[config.mk]
export PLATFORM = sky130hd
export DESIGN_NAME = dmem_seq_ctrl
export DESIGN_NICKNAME = d
export VERILOG_FILES = /design/src/rtl/dmem_seq_ctrl_pkg.sv /design/src/rtl/dmem_seq_ctrl_load_align.sv /design/src/rtl/dmem_seq_ctrl.sv
export SDC_FILE = /design/constraint.sdc
export NUM_CORES = 1
export LEC_CHECK = 0
export CORE_UTILIZATION = 45
export CTS_BUF_LIST = sky130_fd_sc_hd__clkbuf_4
export DETAILED_ROUTE_END_ITERATION = 8
export PLACE_DENSITY = 0.85
export SLEW_MARGIN = 20
export SYNTH_ARGS = -nofsm -noshare
export SYNTH_HDL_FRONTEND = slang
export SYNTH_SLANG_ARGS = --single-unit
[constraint.sdc]
create_clock -name clk -period 4.6 [get_ports clk]
set_input_delay 0.69 -clock clk [delete_from_list [all_inputs] [get_ports clk]]
set_output_delay 0.69 -clock clk [all_outputs]
set_load 0.01 [all_outputs]
[src/rtl/dmem_seq_ctrl_pkg.sv]
// Shared data-memory sequencer definitions: FSM encoding, legal byte-lane masks
// and mask helpers used by the sequencer and the decoder.
package dmem_seq_ctrl_pkg;

  typedef enum logic [1:0] {
    IDLE = 2'd0,
    BUSY = 2'd1,
    DONE = 2'd2
  } state_e;

  localparam logic [3:0] MASK_B0 = 4'b0001;
  localparam logic [3:0] MASK_B1 = 4'b0010;
  localparam logic [3:0] MASK_B2 = 4'b0100;
  localparam logic [3:0] MASK_B3 = 4'b1000;
  localparam logic [3:0] MASK_H0 = 4'b0011;
  localparam logic [3:0] MASK_H1 = 4'b1100;
  localparam logic [3:0] MASK_W  = 4'b1111;

  function automatic logic mask_legal(input logic [3:0] m);
    logic ok;
    ok = 1'b0;
    case (m)
      MASK_B0, MASK_B1, MASK_B2, MASK_B3, MASK_H0, MASK_H1, MASK_W: ok = 1'b1;
      default: ok = 1'b0;
    endcase
    return ok;
  endfunction

  // Index of the lowest enabled lane; this is the byte shift for load extraction.
  function automatic logic [1:0] lane_shift(input logic [3:0] m);
    logic [1:0] s;
    s = 2'd0;
    if (m[0])      s = 2'd0;
    else if (m[1]) s = 2'd1;
    else if (m[2]) s = 2'd2;
    else if (m[3]) s = 2'd3;
    return s;
  endfunction

endpackage

[src/rtl/dmem_seq_ctrl_load_align.sv]
// Load alignment: shifts the memory word down to the addressed lane and extends it.
// Purely combinational, no handshake.
module dmem_seq_ctrl_load_align
  import dmem_seq_ctrl_pkg::*;
(
  input  logic [3:0]  mask,
  input  logic [31:0] rdata,
  input  logic        rd_sign,
  output logic [31:0] data
);

  logic [31:0] word;
  logic        ext;

  always_comb begin
    word = rdata >> {lane_shift(mask), 3'b000};
    ext  = 1'b0;
    data = word;
    case (mask)
      MASK_B0, MASK_B1, MASK_B2, MASK_B3: begin
        ext  = ~rd_sign & word[7];
        data = {{24{ext}}, word[7:0]};
      end
      MASK_H0, MASK_H1: begin
        ext  = ~rd_sign & word[15];
        data = {{16{ext}}, word[15:0]};
      end
      default: data = word;
    endcase
  end

endmodule

[src/rtl/dmem_seq_ctrl.sv]
// Data-memory access sequencer: min 2 stall cycles per access (request, ack), then a
// 1-cycle DONE; holds mem_req until mem_ack and aborts after TIMEOUT cycles without ack.
module dmem_seq_ctrl
  import dmem_seq_ctrl_pkg::*;
#(
  parameter int unsigned TIMEOUT = 16,
  parameter int unsigned CNT_W   = 8
) (
  input  logic        clk,
  input  logic        reset,
  input  logic [3:0]  re,
  input  logic [3:0]  we,
  input  logic        rd_sign,
  input  logic [31:0] addr,
  input  logic [31:0] wdata,
  output logic        stall,
  output logic [31:0] load_data,
  output logic        load_valid,
  output logic        err,
  output logic        mem_req,
  output logic [31:0] mem_addr,
  output logic [3:0]  mem_we,
  output logic [31:0] mem_wdata,
  input  logic [31:0] mem_rdata,
  input  logic        mem_ack
);

  localparam logic [CNT_W-1:0] CNT_LAST = CNT_W'(TIMEOUT - 1);

  state_e          state_q, state_d;
  logic [CNT_W-1:0] cnt_q, cnt_d;
  logic [3:0]      re_q, re_d;
  logic            rd_sign_q, rd_sign_d;
  logic            mem_req_q, mem_req_d;
  logic [31:0]     mem_addr_q, mem_addr_d;
  logic [3:0]      mem_we_q, mem_we_d;
  logic [31:0]     mem_wdata_q, mem_wdata_d;
  logic [31:0]     load_data_q, load_data_d;
  logic            load_valid_q, load_valid_d;
  logic            err_q, err_d;
  logic [31:0]     aligned;
  logic [3:0]      req_mask;

  dmem_seq_ctrl_load_align u_load_align (
    .mask    (re_q),
    .rdata   (mem_rdata),
    .rd_sign (rd_sign_q),
    .data    (aligned)
  );

  // Stores take priority when the decoder raises both masks.
  assign req_mask = (we != 4'd0) ? we : re;

  always_comb begin
    state_d      = state_q;
    cnt_d        = cnt_q;
    re_d         = re_q;
    rd_sign_d    = rd_sign_q;
    mem_req_d    = mem_req_q;
    mem_addr_d   = mem_addr_q;
    mem_we_d     = mem_we_q;
    mem_wdata_d  = mem_wdata_q;
    load_data_d  = load_data_q;
    load_valid_d = 1'b0;
    err_d        = 1'b0;

    case (state_q)
      IDLE: begin
        cnt_d = '0;
        if (req_mask != 4'd0) begin
          if (mask_legal(req_mask)) begin
            state_d     = BUSY;
            mem_req_d   = 1'b1;
            mem_addr_d  = {addr[31:2], 2'b00};
            mem_we_d    = we;
            mem_wdata_d = wdata << {addr[1:0], 3'b000};
            re_d        = (we != 4'd0) ? 4'd0 : re;
            rd_sign_d   = rd_sign;
          end else begin
            state_d     = DONE;
            err_d       = 1'b1;
            load_data_d = '0;
          end
        end
      end
      BUSY: begin
        if (mem_ack) begin
          state_d   = DONE;
          mem_req_d = 1'b0;
          mem_we_d  = 4'd0;
          cnt_d     = '0;
          if (re_q != 4'd0) begin
            load_valid_d = 1'b1;
            load_data_d  = aligned;
          end
        end else if (cnt_q == CNT_LAST) begin
          state_d     = DONE;
          mem_req_d   = 1'b0;
          mem_we_d    = 4'd0;
          cnt_d       = '0;
          err_d       = 1'b1;
          load_data_d = '0;
        end else begin
          cnt_d = cnt_q + CNT_W'(1);
        end
      end
      DONE:    state_d = IDLE;
      default: state_d = IDLE;
    endcase
  end

  always_ff @(posedge clk or posedge reset) begin
    if (reset) begin
      state_q      <= IDLE;
      cnt_q        <= '0;
      re_q         <= 4'd0;
      rd_sign_q    <= 1'b0;
      mem_req_q    <= 1'b0;
      mem_addr_q   <= '0;
      mem_we_q     <= 4'd0;
      mem_wdata_q  <= '0;
      load_data_q  <= '0;
      load_valid_q <= 1'b0;
      err_q        <= 1'b0;
    end else begin
      state_q      <= state_d;
      cnt_q        <= cnt_d;
      re_q         <= re_d;
      rd_sign_q    <= rd_sign_d;
      mem_req_q    <= mem_req_d;
      mem_addr_q   <= mem_addr_d;
      mem_we_q     <= mem_we_d;
      mem_wdata_q  <= mem_wdata_d;
      load_data_q  <= load_data_d;
      load_valid_q <= load_valid_d;
      err_q        <= err_d;
    end
  end

  assign stall      = ((state_q == IDLE) && ((re | we) != 4'd0)) || (state_q == BUSY);
  assign load_data  = load_data_q;
  assign load_valid = load_valid_q;
  assign err        = err_q;
  assign mem_req    = mem_req_q;
  assign mem_addr   = mem_addr_q;
  assign mem_we     = mem_we_q;
  assign mem_wdata  = mem_wdata_q;

endmodule

==> results of run 1 <==
-- layer usage --
layer	share of wire, %	vias up	wire length [um]	global-route usage, %
met5	0	-	0	0
met4	3.7	0	607	14.4
met3	9.3	50	1530	9.00
met2	49	263	7950	40.2
met1	38	2439	6280	29.9
li1	-	2419	-	-
-- cell usage after synthesis (2+ instances only) --
cell / n
dfrtp_1: 116
a31oi_1: 10
mux2_2: 39
clkbuf_1: 17
nor3b_1: 2
o211ai_1: 2
o21a_1: 2
o22ai_1: 2
xor2_1: 2
o41ai_1: 2
buf_6: 2
buf_4: 3
and3_1: 12
a211oi_1: 17
nor3_1: 3
buf_2: 17
a21oi_1: 46
inv_1: 12
buf_12: 2
mux2i_1: 23
o21ai_0: 49
nor2b_1: 11
o31ai_1: 8
o21ai_1: 2
and2_1: 8
nand3_1: 13
nand2_1: 65
a22o_1: 5
mux4_2: 7
o2bb2ai_1: 16
nor2_1: 14
-- power breakdown --
group / internal (mW) / switching [mW]
combinational: 1.11 / 0.903
clock: 0.219 / 0.367
sequential: 1.39 / 0.249
-- cell type report --
| type | instances | area share, % |
|---|---|---|
| diodes | 1 | 0.0306 |
| flip-flops and latches | 116 | 35.5 |
| repair buffers | 215 | 26.3 |
| clock buffers | 21 | 1.93 |
| well taps | 172 | 2.63 |
| clock inverters | 10 | 0.520 |
| inverters | 12 | 0.581 |
| multi-input cells | 388 | 32.5 |
-- metrics by stage --
step / instances / area [um^2]
2_1_floorplan: 558 / 5840
3_3_place_gp: 903 / 7970
3_5_place_dp: 903 / 7970
4_1_cts: 934 / 8170
5_1_grt: 935 / 8180
6_report: 935 / 8180
-- critical path: stages --
cell	delay (ps)
clkdlybuf4s50_1	490
nor4_2	500
a31oi_1	240
clkdlybuf4s50_1	540
-- sequential cells by signal, summed over array words and instances, names as in the netlist --
signal      flops
state_q         2
mem_addr       30
mem_req         1
load_valid      1
mem_we          4
rd_sign_q       1
err             1
load_data      32
re_q            4
mem_wdata      32
cnt_q           8
-- path summary, 6_finish.rpt --
| check | slack (ps) | cells after the start | endpoint | from |
|---|---|---|---|---|
| worst min register to register | 480 | 2 | mem_wdata[14] | mem_wdata[14] |
| max in group asynchronous | 3040 | 3 | load_data[29] | reset |
| worst max register to register | 2020 | 5 | load_data[25] | cnt_q[4] |
| worst min-delay path | 480 | 2 | mem_wdata[14] | mem_wdata[14] |
| min in group asynchronous | 670 | 2 | mem_addr[15] | reset |
| worst max-delay path | 1450 | 4 | stall | we[2] |
-- logic make-up (layout without fill, tap and decap cells) --
| kind of cell | Yosys count | after routing | synth area share [%] |
|---|---|---|---|
| AOI/OAI and AO/OA | 171 | 171 | 18.4 |
| xor gates and xnor gates | 3 | 3 | 0.450 |
| adders and majority gates | 1 | 1 | 0.214 |
| buffers and inverters | 54 | 258 | 4.84 |
| DFF | 116 | 116 | 49.7 |
| muxes | 70 | 70 | 14.4 |
| other | 1 | 3 | 0.0642 |
| and+or+nand+nor | 141 | 141 | 11.9 |
==> reports/summary.txt, run 1 <==
Cell Rows -> 41
Max Fanout on Critical Path -> 5
clock sinks -> 116
Synth top area share -> 49.7%
storage element area -> 2900 um^2
maximum VDD drop -> 0.000325 V
synthesized area per cell -> 10.5 um^2
dpl hpwl -> 12.1 mm
commonest cells after routing, fill and taps aside -> clkdlybuf4s50_1, dfrtp_1, nand2_1
DR vias/cell -> 5.53
Area Overhead vs Synth -> 40.1%
pin count of the biggest net entering global routing -> 97
final setup margin -> 1450 ps
Synth cell types -> 59
Max Clk Rate -> 318 MHz
Worst Skew -> 12.0 ps
async set-reset flop share out of synthesis -> 100%
vias in the first global route -> 5155
initial antenna violation count -> 2
Fin. Hold Viols -> 0
RSZ-0062 raised after global routing -> no
Post-DRT Antenna Nets -> 0
H-tree Lvls -> 4
Reg clk slew, reported paths -> 90 ps
Slew HR -> 43.0%
deepest clock path buffer count -> 2
MaxCap Viol Count -> 0
total die area -> 13400 um^2
Data required, critical path -> 3910 ps
Nets -> 859
Post-synth EDFFs -> 0
DR iter-0 viols -> 341
IO Port Bufs -> 209
Design Power -> 4.24 mW
CP Class -> in2out
Vias -> 5171
synthesized instance count -> 557
hold bufs inserted after CTS -> 0
setup_tns -> 0 ps
Final Setup Violations -> 0
Root Buffer -> clkbuf_4
fin crit share -> 68.4%
outcome -> finished clean
Total Wirelength -> 16.4 mm
startpoint types -> primary input
Post-CTS Resized -> 0
crit path DAT -> 2460 ps
min-delay worst type -> reg2reg
CTS buffer count -> 17
register bit total from synthesis -> 116
average wire per standard cell -> 17.5 um
commonest non-fill, non-tap cell in the layout -> clkdlybuf4s50_1
Pwr Density -> 518 nW/um^2
dominant register cell in the synthesized netlist -> dfrtp_1
Mapped Area -> 5840 um^2
FILL cells -> 984
Static Leak -> 3.38 nW
Remaining Overflow, GRT -> 0
YS warnings -> 0
chip width -> 116 um
worst-skew pair later-pin latency -> 550 ps
sequential cell area fraction in the yosys report -> 49.7%
first-pass GRT wire length -> 25.8 mm
core area -> 12600 um^2
hold_ws -> 481 ps
Final Slew Violations -> 0
end-of-flow core utilization -> 64.8%
post-CTS setup buffers -> 0
Routability Congestion -> 0.875
CTS tree -> yes
CP endpoint kind -> output port
GRT Overall Usage -> 25.4%
area leader, netlist -> dfrtp_1
worst slack, placed -> 1330 ps
largest cells by area after synthesis -> dfrtp_1, mux2_2, o21ai_0
Tightest Pin Transition -> 855 ps
fraction of layout cells with a size suffix above 1 -> 11.4%
Final min period -> 3150 ps
drt first pass iters -> 5
Die Ht -> 116 um
io pins -> 212
area of the multi-input gates -> 2660 um^2
DRC viols -> 0
Starting Density -> 46.3%
(Power assumes the default switching activity.)
==> run 2: changes to the inputs <==
==> constraint.sdc (replaced) <==
create_clock -name clk -period 3.1 [get_ports clk]
set_input_delay 0.465 -clock clk [delete_from_list [all_inputs] [get_ports clk]]
set_output_delay 0.465 -clock clk [all_outputs]
set_load 0.01 [all_outputs]
==> run 2 against run 1 <==
  * Design area increased by 1.4%
  * Final cell count is 0.32% higher
  * Total power is 55% higher
  * Wire length rose by 3.1%
  * Clock power increased by 93%
  * Sequential share of layout area down 0.50 points
  * Combinational power up 50%
  * Core utilization increased by 0.92 points
  * Clock skew up 4.6 ps
  * Sequential power up 48%
  * Highest routed layer unchanged
==> reports/summary.txt, run 2 (synthesis gave the netlist of run 1 again) <==
outcome -> finished clean
H-tree Lvls -> 4 (unchanged)
commonest non-fill, non-tap cell in the layout -> clkdlybuf4s50_1
Post-CTS Resized -> 0 (unchanged)
Final min period -> 2740 ps
Static Leak -> 3.43 nW (+1.3%)
Slew HR -> 55.0% (+12 points)
vias in the first global route -> 5396 (+4.7%)
Reg clk slew, reported paths -> 110 ps (+20 ps)
DR iter-0 viols -> 354 (+3.8%)
dpl hpwl -> 12.4 mm (+2.5%)
Post-DRT Antenna Nets -> 0 (unchanged)
DRC viols -> 0 (unchanged)
IO Port Bufs -> 209 (unchanged)
Fin. Hold Viols -> 0 (unchanged)
deepest clock path buffer count -> 2 (unchanged)
Root Buffer -> clkbuf_4
Final Slew Violations -> 0 (unchanged)
Max Clk Rate -> 365 MHz
average wire per standard cell -> 18.0 um (+2.8%)
chip width -> 116 um (unchanged)
Routability Congestion -> 0.930 (+6.3%)
placed cell area -> 8010 um^2 (+0.45%)
clock sinks -> 116 (unchanged)
most used cell, CP -> clkdlybuf4s50_1
first-pass GRT wire length -> 26.6 mm (+3.0%)
maximum VDD drop -> 0.000496 V (+53%)
Starting Density -> 46.3% (unchanged)
io pins -> 212 (unchanged)
pin count of the biggest net entering global routing -> 117 (+21%)
core area -> 12600 um^2 (unchanged)
Data required, critical path -> 2630 ps (-1280 ps)
Ant. Diodes -> 0 (-1)
R2R cell count -> 5 (unchanged)
RR Endpoint -> load_data[24]
CP Class -> in2out
RSZ-0062 raised after global routing -> no
Remaining Overflow, GRT -> 0 (unchanged)
Pwr Density -> 792 nW/um^2 (+53%)
Die Ht -> 116 um (unchanged)
Nets -> 862 (+0.35%)
Cell Rows -> 41 (unchanged)
drt first pass iters -> 7 (+2)
commonest cells after routing, fill and taps aside -> clkdlybuf4s50_1, dfrtp_1, nand2_1
initial antenna violation count -> 1 (-1)
post-CTS setup buffers -> 0 (unchanged)
Cell Chain, Critical Path -> clkdlybuf4s50_1 -> nor4_2 -> a31oi_1 -> clkdlybuf4s50_1
DR vias/cell -> 5.64 (+2.0%)
Worst Skew -> 16.5 ps (+4.57 ps)
crit path DAT -> 2270 ps (-190 ps)
CP max-delay cell -> clkdlybuf4s50_1
Final Setup Violations -> 0 (unchanged)
total die area -> 13400 um^2 (unchanged)
post-route cell area -> 8300 um^2 (+1.4%)
CTS tree -> yes
hold bufs inserted after CTS -> 0 (unchanged)
post-route insts no fill -> 938 (+0.32%)
Total Wirelength -> 16.9 mm (+3.1%)
fin crit share -> 88.3%
CP peak stage delay -> 560 ps (+20 ps)
Crit Reg-Reg Startpoint -> cnt_q[4]
CP endpoint kind -> output port
min-delay worst type -> in2async
CTS buffer count -> 17 (unchanged)
fraction of layout cells with a size suffix above 1 -> 12.1% (+0.72 points)
worst reg2reg setup slack -> 530 ps (-1490 ps)
setup_tns -> 0 ps (unchanged)
MaxCap Viol Count -> 0 (unchanged)
Tightest Pin Transition -> 674 ps (-180 ps)
startpoint types -> primary input
Vias -> 5290 (+2.3%)
Max Fanout on Critical Path -> 5 (unchanged)
Area Overhead vs Synth -> 42.1%
# placed instances -> 906 (+0.33%)
GRT Overall Usage -> 26.0% (+0.64 points)
worst-skew pair later-pin latency -> 530 ps (-20 ps)
-- run 2: cell types whose count changed in the layout (fill, tap and decap cells not counted) --
cell and change:
clkbuf_4 -2, inv_4 -1, buf_4 +2, bufinv_16 +3, clkinvlp_4 +3, diode_2 -1
buf_12 +1, clkinv_1 -2
-- run 2: metrics by stage --
step	setup slack, ps	hold slack [ps]	util (%)	total power, mW
4_1_cts	368	456	65.7	6.62
6_report	364	451	65.7	6.57
3_3_place_gp	344	463	63.5	5.35
3_5_place_dp	200	473	63.5	5.46
2_1_floorplan	962	506	-	3.99
5_1_grt	226	494	65.7	6.96
-- run 2: area by class of cell --
| type | count | area (um^2) |
|---|---|---|
| clock buffer | 19 | 143 |
| clock inverter | 13 | 140 |
| fill | 1002 | 4320 |
| inverter | 12 | 48.8 |
| multi-input combinational | 388 | 2660 |
| sequential | 116 | 2900 |
| tap | 172 | 215 |
| timing repair buffer | 218 | 2180 |
-- run 2: metal layers --
metal | vias up | GRT usage, % | part of all wire, %
met5 | - | 0 | 0
li1 | 2418 | - | -
met1 | 2565 | 28.4 | 36
met3 | 44 | 9.15 | 9.4
met2 | 263 | 44.5 | 51
met4 | 0 | 13.6 | 3.4
-- run 2: power breakdown --
group | switching, mW | leakage (nW) | internal (mW) | total [mW]
clock | 0.567 | 0.152 | 0.560 | 1.13
sequential | 0.369 | 1.48 | 2.06 | 2.43
combinational | 1.36 | 1.79 | 1.66 | 3.02
total | 2.29 | 3.43 | 4.28 | 6.57
-- run 2: worst max path at each step --
| stage | startpoint | slack (ps) | endpoint | cells past startpoint |
|---|---|---|---|---|
| 2_1_floorplan | cnt_q[4] | 960 | load_data[7] | 7 |
| 3_3_place_gp | we[2] | 340 | mem_addr[23] | 6 |
| 3_5_place_dp | we[2] | 200 | load_data[24] | 6 |
| 4_1_cts | we[2] | 370 | stall | 4 |
| 5_1_grt | we[2] | 230 | stall | 4 |
| 6_report | we[2] | 360 | stall | 4 |
-- run 2: worst max-delay path, delay by kind of cell --
kind                   cells  cell delay, ps
AOI/OAI and AO/OA          1             230
buffers and inverters      2            1050
and+or+nand+nor            1             520
